## src/rtl/ex_muldiv_pkg.sv

```systemverilog
// ex_muldiv_pkg: shared encodings for the execute-stage multiply/divide unit.
// Contents: major opcode and M-extension funct7, funct3 operation codes,
// reset polarity, FSM state encoding and operand-signedness helpers.
package ex_muldiv_pkg;

    localparam logic [6:0] OP            = 7'b0110011;
    localparam logic [6:0] MULDIV_FUNCT7 = 7'b0000001;

    localparam logic [2:0] MUL_FUNCT3    = 3'b000;
    localparam logic [2:0] MULH_FUNCT3   = 3'b001;
    localparam logic [2:0] MULHSU_FUNCT3 = 3'b010;
    localparam logic [2:0] MULHU_FUNCT3  = 3'b011;
    localparam logic [2:0] DIV_FUNCT3    = 3'b100;
    localparam logic [2:0] DIVU_FUNCT3   = 3'b101;
    localparam logic [2:0] REM_FUNCT3    = 3'b110;
    localparam logic [2:0] REMU_FUNCT3   = 3'b111;

    localparam logic RST_ENABLE = 1'b1;

    typedef enum logic [1:0] {
        MD_IDLE = 2'b00,
        MD_CALC = 2'b01,
        MD_DONE = 2'b10
    } md_state_e;

    // rs1 is treated as signed by MULH, MULHSU, DIV and REM.
    function automatic logic op_signed_a(input logic [2:0] f3);
        return (f3 == MULH_FUNCT3) || (f3 == MULHSU_FUNCT3) ||
               (f3 == DIV_FUNCT3)  || (f3 == REM_FUNCT3);
    endfunction

    // rs2 is treated as signed by MULH, DIV and REM.
    function automatic logic op_signed_b(input logic [2:0] f3);
        return (f3 == MULH_FUNCT3) || (f3 == DIV_FUNCT3) || (f3 == REM_FUNCT3);
    endfunction

endpackage

```

## src/rtl/ex_muldiv_if.sv

```systemverilog
// ex_muldiv_if: ID/EX-side request and result bundle of the multiply/divide unit.
// master: pipeline side (drives aluop/funct3/funct7/reg1/reg2/annul).
// slave : ex_muldiv (drives stallreq_o, done_o, result_o, busy_o).
interface ex_muldiv_if #(
    parameter int XLEN = 32
);
    logic [6:0]      aluop_i;
    logic [2:0]      funct3_i;
    logic [6:0]      funct7_i;
    logic [XLEN-1:0] reg1_i;
    logic [XLEN-1:0] reg2_i;
    logic            annul_i;
    logic            stallreq_o;
    logic            done_o;
    logic [XLEN-1:0] result_o;
    logic            busy_o;

    modport master (
        output aluop_i, funct3_i, funct7_i, reg1_i, reg2_i, annul_i,
        input  stallreq_o, done_o, result_o, busy_o
    );

    modport slave (
        input  aluop_i, funct3_i, funct7_i, reg1_i, reg2_i, annul_i,
        output stallreq_o, done_o, result_o, busy_o
    );
endinterface

```

## src/rtl/ex_muldiv_signfix.sv

```systemverilog
// ex_muldiv_signfix: sign handling around the unsigned iteration core.
// Front end: funct3_i/reg1_i/reg2_i -> mag1_o/mag2_o (operand magnitudes) and
//            neg_res_o (result must be negated).
// Back end : raw_i + neg_i -> fixed_o (two's complement applied when neg_i).
module ex_muldiv_signfix
    import ex_muldiv_pkg::*;
#(
    parameter int XLEN = 32
) (
    input  logic [2:0]        funct3_i,
    input  logic [XLEN-1:0]   reg1_i,
    input  logic [XLEN-1:0]   reg2_i,
    output logic [XLEN-1:0]   mag1_o,
    output logic [XLEN-1:0]   mag2_o,
    output logic              neg_res_o,
    input  logic [2*XLEN-1:0] raw_i,
    input  logic              neg_i,
    output logic [2*XLEN-1:0] fixed_o
);
    logic neg1, neg2;

    // The most negative value negates to itself, which is still the correct
    // unsigned magnitude.
    always_comb begin
        neg1      = op_signed_a(funct3_i) & reg1_i[XLEN-1];
        neg2      = op_signed_b(funct3_i) & reg2_i[XLEN-1];
        mag1_o    = neg1 ? -reg1_i : reg1_i;
        mag2_o    = neg2 ? -reg2_i : reg2_i;
        // Remainder follows the dividend; everything else follows the sign XOR.
        neg_res_o = (funct3_i == REM_FUNCT3) ? neg1 : (neg1 ^ neg2);
    end

    always_comb begin
        fixed_o = neg_i ? -raw_i : raw_i;
    end
endmodule

```

## src/rtl/ex_muldiv.sv

```systemverilog
// ex_muldiv: iterative RV32M multiply/divide unit beside the execute-stage ALU.
// Ports: clk, rst (synchronous, active-high),
//        bus (ex_muldiv_if.slave): aluop_i/funct3_i/funct7_i/reg1_i/reg2_i/annul_i
//        in; stallreq_o/done_o/result_o/busy_o out.
// Build option MULDIV_FAST_MUL_EN: multiplies use a single-cycle 33x33 signed
// product instead of the shift-add loop; divides are unaffected.
//
// state   | meaning
// MD_IDLE | waiting for an M-extension request
// MD_CALC | one shift-add / restoring shift-subtract step per cycle
// MD_DONE | result_o valid, done_o high for this cycle only
module ex_muldiv
    import ex_muldiv_pkg::*;
#(
    parameter int XLEN  = 32,
    parameter int CNT_W = 6
) (
    input  logic       clk,
    input  logic       rst,
    ex_muldiv_if.slave bus
);
    localparam logic [XLEN-1:0]  MIN_NEG  = {1'b1, {(XLEN-1){1'b0}}};
    localparam logic [CNT_W-1:0] LAST_CNT = CNT_W'(XLEN-1);

    md_state_e         state_q, state_d;
    logic [CNT_W-1:0]  cnt_q;
    logic [2*XLEN-1:0] acc_q, acc_step, raw_res, fixed_res;
    logic [XLEN-1:0]   opb_q, mag1, mag2, special_res, calc_res, result_q;
    logic [2:0]        f3_q;
    logic              neg_q, neg_res;
    logic              req, div_zero, div_ovf, special, fast, last_iter;
    logic              stall, done;
    logic [XLEN:0]     add_sum, rem_sh;
    logic [XLEN-1:0]   sub_diff;
    logic              rem_ge;

    ex_muldiv_signfix #(.XLEN(XLEN)) u_signfix (
        .funct3_i (bus.funct3_i),
        .reg1_i   (bus.reg1_i),
        .reg2_i   (bus.reg2_i),
        .mag1_o   (mag1),
        .mag2_o   (mag2),
        .neg_res_o(neg_res),
        .raw_i    (raw_res),
        .neg_i    (neg_q),
        .fixed_o  (fixed_res)
    );

    assign req       = (bus.aluop_i == OP) && (bus.funct7_i == MULDIV_FUNCT7);
    assign div_zero  = bus.funct3_i[2] && (bus.reg2_i == '0);
    assign div_ovf   = bus.funct3_i[2] && !bus.funct3_i[0] &&
                       (bus.reg1_i == MIN_NEG) && (bus.reg2_i == '1);
    assign special   = div_zero || div_ovf;
    assign last_iter = (cnt_q == LAST_CNT);

    // funct3[1] separates remainder from quotient among the divides.
    always_comb begin
        if (div_zero) begin
            special_res = bus.funct3_i[1] ? bus.reg1_i : '1;
        end else begin
            special_res = bus.funct3_i[1] ? '0 : MIN_NEG;
        end
    end

`ifdef MULDIV_FAST_MUL_EN
    logic signed [XLEN:0]     ext1, ext2;
    logic signed [2*XLEN+1:0] prod;
    logic [XLEN-1:0]          fast_res;

    always_comb begin
        ext1     = {op_signed_a(bus.funct3_i) & bus.reg1_i[XLEN-1], bus.reg1_i};
        ext2     = {op_signed_b(bus.funct3_i) & bus.reg2_i[XLEN-1], bus.reg2_i};
        prod     = ext1 * ext2;
        fast_res = (bus.funct3_i == MUL_FUNCT3) ? prod[XLEN-1:0] : prod[2*XLEN-1:XLEN];
    end

    assign fast = !bus.funct3_i[2];
`else
    assign fast = 1'b0;
`endif

    // acc_q holds {partial product, remaining multiplier bits} for multiplies
    // and {partial remainder, dividend bits / quotient bits} for divides;
    // opb_q is the multiplicand or divisor magnitude.
    always_comb begin
        add_sum  = {1'b0, acc_q[2*XLEN-1:XLEN]} + ({1'b0, opb_q} & {(XLEN+1){acc_q[0]}});
        rem_sh   = acc_q[2*XLEN-1:XLEN-1];
        rem_ge   = (rem_sh >= {1'b0, opb_q});
        // When rem_ge holds the true difference is below the divisor, so the
        // low XLEN bits of the subtraction are exact.
        sub_diff = rem_sh[XLEN-1:0] - opb_q;
        if (f3_q[2]) begin
            acc_step = {(rem_ge ? sub_diff : rem_sh[XLEN-1:0]), acc_q[XLEN-2:0], rem_ge};
            raw_res  = {{XLEN{1'b0}},
                        (f3_q[1] ? acc_step[2*XLEN-1:XLEN] : acc_step[XLEN-1:0])};
        end else begin
            acc_step = {add_sum, acc_q[XLEN-1:1]};
            raw_res  = acc_step;
        end
    end

    assign calc_res = ((f3_q == MUL_FUNCT3) || f3_q[2]) ? fixed_res[XLEN-1:0]
                                                        : fixed_res[2*XLEN-1:XLEN];

    always_ff @(posedge clk) begin
        if (rst == RST_ENABLE) begin
            state_q <= MD_IDLE;
        end else begin
            state_q <= state_d;
        end
    end

    always_comb begin
        state_d = state_q;
        stall   = 1'b0;
        done    = 1'b0;
        case (state_q)
            MD_IDLE: begin
                if (req) begin
                    stall   = 1'b1;
                    state_d = (special || fast) ? MD_DONE : MD_CALC;
                end
            end
            MD_CALC: begin
                stall = 1'b1;
                if (last_iter) begin
                    state_d = MD_DONE;
                end
            end
            MD_DONE: begin
                done    = 1'b1;
                state_d = MD_IDLE;
            end
            default: state_d = MD_IDLE;
        endcase
        if (bus.annul_i) begin
            state_d = MD_IDLE;
            stall   = 1'b0;
            done    = 1'b0;
        end
    end

    always_ff @(posedge clk) begin
        if (rst == RST_ENABLE) begin
            cnt_q    <= '0;
            acc_q    <= '0;
            opb_q    <= '0;
            f3_q     <= '0;
            neg_q    <= 1'b0;
            result_q <= '0;
        end else if (!bus.annul_i) begin
            case (state_q)
                MD_IDLE: begin
                    if (req) begin
                        f3_q  <= bus.funct3_i;
                        neg_q <= neg_res;
                        cnt_q <= '0;
                        opb_q <= bus.funct3_i[2] ? mag2 : mag1;
                        acc_q <= {{XLEN{1'b0}}, (bus.funct3_i[2] ? mag1 : mag2)};
                        if (special) begin
                            result_q <= special_res;
                        end
`ifdef MULDIV_FAST_MUL_EN
                        else if (fast) begin
                            result_q <= fast_res;
                        end
`endif
                    end
                end
                MD_CALC: begin
                    acc_q <= acc_step;
                    cnt_q <= cnt_q + CNT_W'(1);
                    if (last_iter) begin
                        result_q <= calc_res;
                    end
                end
                default: ;
            endcase
        end
    end

    assign bus.stallreq_o = stall;
    assign bus.done_o     = done;
    assign bus.result_o   = result_q;
    assign bus.busy_o     = (state_q != MD_IDLE);

endmodule
```

## src/flat_wrapper.sv

```systemverilog
// flat-port wrapper written by rule: the top's interface ports become plain ports
module ex_muldiv_flat import ex_muldiv_pkg::*;
#(
    parameter int XLEN  = 32,
    parameter int CNT_W = 6
)
  (clk, rst, bus_aluop_i, bus_funct3_i, bus_funct7_i, bus_reg1_i, bus_reg2_i, bus_annul_i, bus_stallreq_o, bus_done_o, bus_result_o, bus_busy_o);
  ex_muldiv_if #(.XLEN(XLEN)) bus_i ();
  input  logic clk;
  input  logic rst;
  input wire logic [$bits(bus_i.aluop_i)-1:0] bus_aluop_i;
  input wire logic [$bits(bus_i.funct3_i)-1:0] bus_funct3_i;
  input wire logic [$bits(bus_i.funct7_i)-1:0] bus_funct7_i;
  input wire logic [$bits(bus_i.reg1_i)-1:0] bus_reg1_i;
  input wire logic [$bits(bus_i.reg2_i)-1:0] bus_reg2_i;
  input wire logic [$bits(bus_i.annul_i)-1:0] bus_annul_i;
  output wire logic [$bits(bus_i.stallreq_o)-1:0] bus_stallreq_o;
  output wire logic [$bits(bus_i.done_o)-1:0] bus_done_o;
  output wire logic [$bits(bus_i.result_o)-1:0] bus_result_o;
  output wire logic [$bits(bus_i.busy_o)-1:0] bus_busy_o;
  assign bus_i.aluop_i = bus_aluop_i;
  assign bus_i.funct3_i = bus_funct3_i;
  assign bus_i.funct7_i = bus_funct7_i;
  assign bus_i.reg1_i = bus_reg1_i;
  assign bus_i.reg2_i = bus_reg2_i;
  assign bus_i.annul_i = bus_annul_i;
  assign bus_stallreq_o = bus_i.stallreq_o;
  assign bus_done_o = bus_i.done_o;
  assign bus_result_o = bus_i.result_o;
  assign bus_busy_o = bus_i.busy_o;
  ex_muldiv #(.XLEN(XLEN), .CNT_W(CNT_W)) u_core (.clk(clk), .rst(rst), .bus(bus_i));
endmodule
```

## config.mk

```make
export PLATFORM = sky130hd
export DESIGN_NAME = ex_muldiv_flat
export DESIGN_NICKNAME = d
export VERILOG_FILES = /design/src/rtl/ex_muldiv_pkg.sv /design/src/rtl/ex_muldiv_if.sv /design/src/rtl/ex_muldiv_signfix.sv /design/src/rtl/ex_muldiv.sv /design/src/flat_wrapper.sv
export SDC_FILE = /design/constraint.sdc
export NUM_CORES = 1
export LEC_CHECK = 0
export BUFFER_PORTS_ARGS = -buffer_cell sky130_fd_sc_hd__buf_4
export CAP_MARGIN = 15
export CORE_MARGIN = 1.5
export CORE_UTILIZATION = 45
export DETAILED_ROUTE_END_ITERATION = 16
export HOLD_SLACK_MARGIN = 0.15
export PLACE_DENSITY = 0.69
export SLEW_MARGIN = 30
export SYNTH_ARGS = -nofsm -noshare
export SYNTH_HDL_FRONTEND = slang
export SYNTH_SLANG_ARGS = --single-unit
```

## constraint.sdc

```tcl
create_clock -name clk -period 8.3 [get_ports clk]
set_input_delay 0.83 -clock clk [delete_from_list [all_inputs] [get_ports clk]]
set_output_delay 0.83 -clock clk [all_outputs]
set_load 0.03 [all_outputs]
```

==> out/results.ini <==
[sta]
finalSetupTns_ps = 0
timing.fmax_mhz = 156
finalCritPeriodShare = 0.775
setup_viol_count_final = 0
skew_ps = 15.1
relSlewSlack = 0.305
hold_viol = 0
drv_slew = 0
tightestPinTransition_ps = 1040
fin_crit_ps = 6430
rsz0062_at_grt = false

[detailed_routing]
vias = 18739
detail_route.wl_per_cell_um = 26.2
drc = 0
drtPass1Iterations = 6
routed_via_density = 6.69
final_antenna_net_count = 0
drt-total-wl_um = 73400
dr.first_iter.drc_count = 2499

[finish]
synthToLayoutAreaGrowth_pct = 10.9
drive_gt1_frac = 0.0983
finish.instance_area_um2 = 17300
layout.nets = 2493

[synth]
synth_cell_type_count = 93
synth_top_flop_cell = dfxtp_1
netlist_top_cells_area = dfxtp_1 (18%), a21oi_1 (7.3%), nor2_1 (6.8%), nand2_1 (6.4%), o21ai_0 (5.6%)
syn_area_um2 = 15600
synth-edff-count = 0
synth.top_cell.area_share = 0.180
synthCells = 2328
yosys_warnings = 0
synth_top_area_cell = dfxtp_1
syn_nets = 2483
yosysSeqAreaShare = 0.180
ys_ff_latch = 140
ys_async_sr_fraction = 0
synth_area_per_cell_um2 = 6.70

[critical_path]
critical_path_class = reg -> reg
critPathBufInv = 2
cp-start-kind = flip-flop
end_kind = flip-flop
cp_top_family = simple AND/OR/NAND/NOR gates
worstPathCellList = inv_1 -> ha_1 -> nand2_1 -> nor3_1 -> nand4_1 -> and3_1 -> nand2_2 -> buf_4 -> nor3_1 -> or4_4 -> or3_4 -> nor4_4 -> nand3_2 -> or2_4 -> o311a_1 -> a2111o_1 -> a311oi_2
crit_fanout = 22
crit_slowest_cell = nand2_2
cp_common_cell = nor3_1
worst_ep_arrival_time_ps = 6810
critical_path.max_stage_delay_ps = 510
crit_required_ps = 8680

[worst_hold_path]
worstHoldPathType = reg -> reg

[place]
place.gp.congestion = 1.02
place_area_um2 = 16700
hpwl_um = 57000
port_buffers = 118

[run]
maxCapViolations = 0

[floorplan]
die_height_um = 189
row_count = 67
die-area_um2 = 35800
die_w_um = 189
start_util = 0.462
io_pins = 119
core_area_um2 = 33800

[clocking]
cts_setup_buffers = 0
postCtsHoldBufs = 0
clk_pin_slew_ps = 70
clkLatencyLatePin_ps = 460
cts_max_path_buffers = 2
cts_tree = built
numCtsBuffers = 17
clock-sinks = 140
ctsResizeCount = 0
cts-root-buf = clkbuf_16
htreeDepth = 4

[run_status]
status = complete, no violations

[global_route]
grt_pass1_wl_um = 108000
grt_max_degree = 86
gr-usage-all-layers = 0.403
antenna_found_initial = 5
grt-ovfl-total = 0
first_global_vias = 16869

[pwr]
leakagePower_nw = 6.88
p_per_area_nw_per_um2 = 97.7
peakVddDrop_mv = 0.158

[sequential cells by signal (all words and copies together) (netlist names)]
name	count
u_core.acc_q	64
u_core.cnt_q	6
u_core.state_q	2
u_core.opb_q	32
u_core.f3_q	3
u_core.bus.result_o	32
u_core.neg_q	1
[logic make-up after synthesis]
group | synth area share
flip-flops | 0.180
XOR/XNOR | 0.0775
buffers and inverters | 0.0574
AND/OR/NAND/NOR | 0.283
AO/OA/AOI/OAI | 0.319
multiplexers | 0.0260
adder cells (fa/ha/maj) | 0.0579
[cell type report]
type / count / area, um2
timing repair buffer: 146 / 1100
sequential: 140 / 2810
clock buffer: 19 / 453
antenna: 3 / 7.51
inverter: 74 / 278
tap: 448 / 561
clock inverter: 13 / 139
multi-input combinational: 1959 / 11900
fill: 3487 / 16500
[cell usage in the layout, fill, tap and decap left out, types with 29 or more instances in the layout]
cell type,instances
a211oi_1,48
a21o_1,29
a21oi_1,228
a31oi_1,36
and2_1,50
buf_4,145
dfxtp_1,139
ha_1,69
inv_1,71
mux2i_1,36
nand2_1,264
nand3_1,60
nor2_1,281
nor3_1,96
o211ai_1,63
o21ai_0,176
xnor2_1,66
xor2_1,72
[tightest hold or removal path: stages (launching register included)]
cell	delay [ps]
dfxtp_1	320
nand2_1	50
a21oi_1	50
[final timing paths]
check                   start                      end  slack (ps)  cells after the start
max          u_core.opb_q[21]  u_core.bus.result_o[29]        1870                     17
min          u_core.opb_q[24]         u_core.opb_q[24]         460                      2
max reg2reg  u_core.opb_q[21]  u_core.bus.result_o[29]        1870                     17
min reg2reg  u_core.opb_q[24]         u_core.opb_q[24]         460                      2
[synthesized netlist by cell type (5+ instances only)]
cell type	count
o41ai_1	12
and2_1	50
or2_2	8
a21o_1	29
mux2i_1	36
buf_2	13
nand2_1	264
buf_1	15
o21bai_1	11
clkbuf_1	123
nand4_1	26
inv_1	72
and3_1	14
or4_1	5
o21a_1	23
o311ai_0	7
o31ai_1	18
nor2b_1	22
nand2b_1	17
a221oi_1	8
nor3_1	96
o22ai_1	9
a21oi_1	228
nor3b_1	6
nand3_1	60
nor2_1	281
ha_1	69
o21ai_0	176
dfxtp_1	140
xor2_1	72
nand3b_1	6
xnor2_1	66
a311oi_1	16
o221ai_1	6
a211oi_1	53
nor4_1	17
or3_1	26
a2111oi_0	5
a31oi_1	36
o211ai_1	63
a22oi_1	13
o21ai_1	10
o31a_1	7
a211o_1	11
[where the power goes]
| group | switching [mW] | internal [mW] | leakage, nW |
|---|---|---|---|
| registers | 0.0000330 | 0.671 | 1.13 |
| clock network | 0.356 | 0.460 | 0.290 |
| logic | 0.130 | 0.0712 | 5.47 |
| total | 0.487 | 1.20 | 6.88 |
[per-layer routing]
metal	wire length (um)	GRT usage
met1	30200	0.523
met2	32500	0.637
met3	7080	0.0838
met4	3690	0.194
met5	29	0
[through the flow]
stage | hold WS, ps | total power [mW] | utilization | instances | setup WS [ps]
2_1_floorplan | 440 | 0.791 | - | 2328 | 3420
3_3_place_gp | 451 | 0.880 | 0.493 | 2767 | 2060
3_5_place_dp | 457 | 0.882 | 0.493 | 2767 | 1970
4_1_cts | 464 | 1.68 | 0.511 | 2799 | 1950
5_1_grt | 479 | 1.72 | 0.512 | 2799 | 1620
6_report | 465 | 1.69 | 0.512 | 2802 | 1870
Power figures use the tool's default switching activity.
